[src/rtl/video_pkg.sv]
// rtl/video_pkg.sv - shared raster geometry, coordinate type and axis direction
//
// Purpose : common definitions for the sprite motion/addressing stage.
// Contents: H_ACTIVE/V_ACTIVE visible raster size, coord_t 10-bit raster
//           coordinate, dir_t per-axis travel direction (FWD = right/down).
package video_pkg;

   localparam int H_ACTIVE = 640;
   localparam int V_ACTIVE = 480;

   typedef logic [9:0] coord_t;

   // Forward is towards larger coordinates: right for x, down for y.
   // The x and y direction bits together give the four motion states
   // RD, RU, LD, LU.
   typedef enum logic {
      FWD = 1'b0,
      BWD = 1'b1
   } dir_t;

endpackage

[src/rtl/bounce_axis.sv]
// rtl/bounce_axis.sv - one axis of sprite motion with edge reflection
//
// Purpose : steps a position by STEP on each tick, clamping to 0..LIMIT and
//           reversing direction when the step would leave that range.
// Ports   : clk, reset     - clock, synchronous active-high reset
//           tick           - advance one step this cycle
//           pos  [9:0]     - current position (registered)
//           dir            - current direction, 0 = forward (registered)
//           reflect        - one-cycle pulse the cycle after a reflecting tick
module bounce_axis
   import video_pkg::*;
#(
   parameter int LIMIT = 619,
   parameter int STEP  = 1,
   parameter int P0    = 0
) (
   input  logic       clk,
   input  logic       reset,
   input  logic       tick,
   output logic [9:0] pos,
   output logic       dir,
   output logic       reflect
);

   dir_t        dir_q, dir_d;
   coord_t      pos_q, pos_d;
   logic        reflect_d;
   logic [10:0] fwd_sum;

   // One extra bit so pos + STEP cannot wrap before the limit compare.
   assign fwd_sum = {1'b0, pos_q} + 11'(STEP);

   always_ff @(posedge clk) begin
      if (reset) begin
         pos_q   <= coord_t'(P0);
         dir_q   <= FWD;
         reflect <= 1'b0;
      end else begin
         pos_q   <= pos_d;
         dir_q   <= dir_d;
         reflect <= reflect_d;
      end
   end

   always_comb begin
      pos_d     = pos_q;
      dir_d     = dir_q;
      reflect_d = 1'b0;
      if (tick) begin
         case (dir_q)
            FWD: begin
               if (fwd_sum > 11'(LIMIT)) begin
                  pos_d     = coord_t'(LIMIT);
                  dir_d     = BWD;
                  reflect_d = 1'b1;
               end else begin
                  pos_d = fwd_sum[9:0];
               end
            end
            BWD: begin
               if (pos_q < coord_t'(STEP)) begin
                  pos_d     = '0;
                  dir_d     = FWD;
                  reflect_d = 1'b1;
               end else begin
                  pos_d = pos_q - coord_t'(STEP);
               end
            end
            default: begin
               pos_d = pos_q;
               dir_d = FWD;
            end
         endcase
      end
   end

   assign pos = pos_q;
   assign dir = dir_q;

endmodule

[src/rtl/sprite_bouncer.sv]
// rtl/sprite_bouncer.sv - bouncing sprite position, ROM addressing and video gating
//
// Purpose : moves a sprite once per frame_tick, bouncing off the frame edges,
//           turns the raster coordinate into image-relative ROM addresses and
//           re-aligns the ROM's registered pixel with the in-sprite/active
//           qualifiers (3 clocks from px_x/px_y/active to video_out).
// Ports   : clk, reset           - clock, synchronous active-high reset
//           enable               - motion enable (addressing always runs)
//           frame_tick           - one pulse per frame, during blanking
//           px_x, px_y [9:0]     - current raster coordinate
//           active               - raster inside the visible area
//           x_img, y_img [7:0]   - registered ROM address, 0 outside sprite
//           img_pixel            - ROM data, one cycle after the address
//           video_out            - final monochrome pixel (registered)
//           bounce, corner       - reflection pulses, the cycle after the tick
module sprite_bouncer
   import video_pkg::*;
#(
   parameter int IMG_W = 21,
   parameter int IMG_H = 230,
   parameter int STEP  = 1,
   parameter int X0    = 0,
   parameter int Y0    = 0
) (
   input  logic       clk,
   input  logic       reset,
   input  logic       enable,
   input  logic       frame_tick,
   input  logic [9:0] px_x,
   input  logic [9:0] px_y,
   input  logic       active,
   output logic [7:0] x_img,
   output logic [7:0] y_img,
   input  logic       img_pixel,
   output logic       video_out,
   output logic       bounce,
   output logic       corner
);

   localparam int LIMIT_X = H_ACTIVE - IMG_W;
   localparam int LIMIT_Y = V_ACTIVE - IMG_H;

   logic        step_tick;
   coord_t      pos_x, pos_y;
   logic        dir_x, dir_y;
   logic        reflect_x, reflect_y;
   logic [10:0] x_end, y_end;
   logic        in_spr;
   logic        in_spr_d1, in_spr_d2;
   logic        active_d1, active_d2;

   assign step_tick = frame_tick & enable;

   bounce_axis #(
      .LIMIT (LIMIT_X),
      .STEP  (STEP),
      .P0    (X0)
   ) u_axis_x (
      .clk     (clk),
      .reset   (reset),
      .tick    (step_tick),
      .pos     (pos_x),
      .dir     (dir_x),
      .reflect (reflect_x)
   );

   bounce_axis #(
      .LIMIT (LIMIT_Y),
      .STEP  (STEP),
      .P0    (Y0)
   ) u_axis_y (
      .clk     (clk),
      .reset   (reset),
      .tick    (step_tick),
      .pos     (pos_y),
      .dir     (dir_y),
      .reflect (reflect_y)
   );

   // Sprite extent is computed one bit wider so pos + IMG size never wraps.
   assign x_end = {1'b0, pos_x} + 11'(IMG_W);
   assign y_end = {1'b0, pos_y} + 11'(IMG_H);

   always_comb begin
      in_spr = (px_x >= pos_x) && ({1'b0, px_x} < x_end) &&
               (px_y >= pos_y) && ({1'b0, px_y} < y_end);
   end

   // Stage 1 drives the ROM address; stage 2 lines the qualifiers up with
   // the ROM's own output register; stage 3 is the gated video bit.
   always_ff @(posedge clk) begin
      if (reset) begin
         x_img     <= '0;
         y_img     <= '0;
         in_spr_d1 <= 1'b0;
         active_d1 <= 1'b0;
         in_spr_d2 <= 1'b0;
         active_d2 <= 1'b0;
         video_out <= 1'b0;
      end else begin
         x_img     <= in_spr ? 8'(px_x - pos_x) : 8'd0;
         y_img     <= in_spr ? 8'(px_y - pos_y) : 8'd0;
         in_spr_d1 <= in_spr;
         active_d1 <= active;
         in_spr_d2 <= in_spr_d1;
         active_d2 <= active_d1;
         video_out <= img_pixel & in_spr_d2 & active_d2;
      end
   end

   assign bounce = reflect_x | reflect_y;
   assign corner = reflect_x & reflect_y;

   // A reflection leaves the axis pinned at the edge it hit and heading away:
   // backward at LIMIT after a forward hit, forward at 0 after a backward hit.
   assert property (@(posedge clk) disable iff (reset)
      reflect_x |-> ((dir_x == BWD) == (pos_x == coord_t'(LIMIT_X))));
   assert property (@(posedge clk) disable iff (reset)
      reflect_y |-> ((dir_y == BWD) == (pos_y == coord_t'(LIMIT_Y))));

endmodule

[config.mk]
export PLATFORM = sky130hd
export DESIGN_NAME = sprite_bouncer
export DESIGN_NICKNAME = d
export VERILOG_FILES = /design/src/rtl/video_pkg.sv /design/src/rtl/bounce_axis.sv /design/src/rtl/sprite_bouncer.sv
export SDC_FILE = /design/constraint.sdc
export NUM_CORES = 1
export LEC_CHECK = 0
export CAP_MARGIN = 15
export CORE_MARGIN = 4
export CORE_UTILIZATION = 25
export DETAILED_ROUTE_END_ITERATION = 16
export DONT_BUFFER_PORTS = 1
export SYNTH_ARGS = -nofsm -noshare
export SYNTH_HDL_FRONTEND = slang
export SYNTH_SLANG_ARGS = --single-unit
[constraint.sdc]
create_clock -name clk -period 4 [get_ports clk]
set_input_delay 0.8 -clock clk [delete_from_list [all_inputs] [get_ports clk]]
set_output_delay 0.8 -clock clk [all_outputs]
set_load 0.005 [all_outputs]
==> impl_metrics.tcl <==
set metrics [dict create \
    path_clk_slew_ps 70 \
    grt_usage_pct 11.59 \
    antenna_cells 0 \
    ys.flop_type "dfxtp_1" \
    synth_cell_types 79 \
    tns_ps 0 \
    layout.nets 570 \
    clock-sinks 45 \
    setup_viol 0 \
    drive_above_1_share_pct 8.889 \
    root_buffer "clkbuf_16" \
    ctsResizeCount 0 \
    rsz0062_at_grt "no" \
    nFillCells 1789 \
    numCtsBuffers 5 \
    clock_path_buffers 2 \
    ys_top_cells_by_area "dfxtp_1, ha_1, xnor2_1" \
    synth_edf_count 0 \
    dp_hpwl_um 8675 \
    finalPower_mw 1.207 \
    antenna_found_initial 0 \
    hold_path.class "reg2reg" \
    post_drt_wl_per_cell_um 15.21 \
    die_h_um 136.5 \
    insertion_delay_ps 290 \
    htreeDepth 2 \
    crit_type "reg2reg" \
    cp-start-kind "flop" \
    num_vias 3652 \
    cp_max_fo 11 \
    fin_crit_ps 3490 \
    cts_setup_buffers 0 \
    outcome "complete, no violations" \
    yosysWarnings 0 \
    grt_pass1_vias 3502 \
    peakVddDrop_mv 0.1450 \
    place_congestion 0.8396 \
    core-area_um2 16000 \
    ant_nets 0 \
    critical_path_required_ps 4210 \
    cts_tree "built" \
    syn_area_per_cell_um2 8.123 \
    drt_wl_total_um 10810 \
    seq_area_um2 900.9 \
    maxSlewViolCount 0 \
    skew_ps 9.606 \
    grt_pass1_wl_um 17780 \
    fmax_ghz 0.2865 \
    dieWidth_um 136.5 \
    post-route-util_pct 27.77 \
    die_area_um2 18630 \
    yosys-top-cells-count "ha_1, dfxtp_1, o21ai_0" \
    cts_hold_buf 0 \
    ys_seq_area_share_pct 21.83 \
    end_kind "flop" \
    hold_viol_final 0 \
    netlist_area_um2 4126 \
    drtIter0Drc 177 \
    async_flop_share_pct 0 \
    routed_via_density 5.136 \
    start_util_pct 25.79 \
    overflow 0 \
    io_pins 45 \
    grt_max_degree 26 \
    netlist.area_leader.share_pct 21.83 \
    p_leak_nw 1.587 \
    synth.most_common_cell "ha_1" \
    fin_crit_sh_pct 87.25 \
    multi_input_area_um2 2948 \
    synth_top_area_cell "dfxtp_1" \
    max_slew_margin_pct 50.16 \
    first_pass_iters 4 \
    critPathArrivalTime_ps 3700 \
    worstMarginPinSlew_ps 746.5 \
    synthCells 508 \
    drcViolationCount 0 \
    syn2layout_area_growth_pct 7.671 \
    cellPowerDensity_nw_per_um2 271.7 \
    synthesis.nets 584 \
    io_buffers 0 \
    ys_ff_latch 45 \
    cap_violations 0 \
    row_count 46 \
]
registers in the layout (all words and copies together) (netlist names):
name,flops
u_axis_y.pos,10
in_spr_d1,1
x_img,8
u_axis_x.pos,10
active_d1,1
u_axis_x.dir,1
u_axis_y.dir,1
active_d2,1
u_axis_x.reflect,1
u_axis_y.reflect,1
in_spr_d2,1
y_img,8
video_out,1
cell families (layout without fill, tap and decap cells):
family / count (synthesis) / after routing / share of synthesized area (%)
flip-flops: 45 / 45 / 21.83
buffers and inverters: 61 / 48 / 6.731
AND/OR/NAND/NOR: 169 / 169 / 23.71
AO/OA/AOI/OAI: 149 / 149 / 24.77
adder cells (fa/ha/maj): 50 / 50 / 15.52
multiplexers: 4 / 4 / 1.061
XOR/XNOR: 30 / 30 / 6.367
stage by stage:
| step | hold WS [ps] | cells | setup slack, ps | cell area (um^2) |
|---|---|---|---|---|
| finish | 462.4 | 711 | 509.8 | 4443 |
| global route | 465.0 | 711 | 220.2 | 4443 |
| CTS | 462.6 | 711 | 492.5 | 4443 |
| detailed placement | 443.7 | 703 | 518.8 | 4295 |
| global placement | 443.7 | 703 | 608.7 | 4295 |
| floorplan | 413.8 | 508 | 975.6 | 4126 |
metal layers:
metal,share of wire (%),up-vias,global-route usage [%]
met5,0,-,0
met4,1.1,0,2.688
met3,5.7,6,2.517
met2,44,77,18.29
met1,49,1707,16.08
li1,-,1862,-
where the power goes:
group	internal (mW)	switching [mW]
combinational	0.127	0.176
clock	0.233	0.185
sequential	0.462	0.0242
total	0.822	0.385
area by class of cell:
cell class | count | area share, %
Clock inverter | 3 | 0.5069
Inverter | 33 | 2.788
Sequential cell | 45 | 20.28
Clock buffer | 5 | 2.816
Tap cell | 216 | 6.083
Multi-Input combinational cell | 402 | 66.35
Timing Repair Buffer | 7 | 1.183
critical path, stage by stage, from the launching register on:
cell and delay [ps]:
dfxtp_1 530, inv_1 170, ha_1 250, nor2_1 170, nor3_1 90, a21o_1 210
xnor2_1 120, ha_1 180, or4_1 510, a21oi_1 140, o211ai_1 120, o311ai_2 100
o2111ai_2 350, buf_4 290, nor3b_1 170
worst paths after layout:
path	slack (ps)	depth (start not counted)	to	start
worst max register to register	510	14	x_img[0]$_SDFF_PP0_	u_axis_y.pos[2]$_SDFFE_PP0P_
worst min register to register	460	1	in_spr_d2$_SDFF_PP0_	in_spr_d1$_SDFF_PP0_
worst min-delay path	460	1	in_spr_d2$_SDFF_PP0_	in_spr_d1$_SDFF_PP0_
worst max-delay path	510	14	x_img[0]$_SDFF_PP0_	u_axis_y.pos[2]$_SDFFE_PP0P_
placed cells by master (no fill, tap or decap), types with 6 or more instances in the layout:
cell type and instances:
nand4_1 8, nor3_1 23, a31oi_1 14, and2_1 6
ha_1 48, nor2b_1 12, xnor2_1 26, buf_4 7
nor4_1 12, a21oi_1 31, nor2_1 27, o21ai_0 37
nand2_1 27, nand3_1 13, inv_1 31, o21a_1 8
dfxtp_1 45
Note: power is estimated with default switching activity, not from simulation.
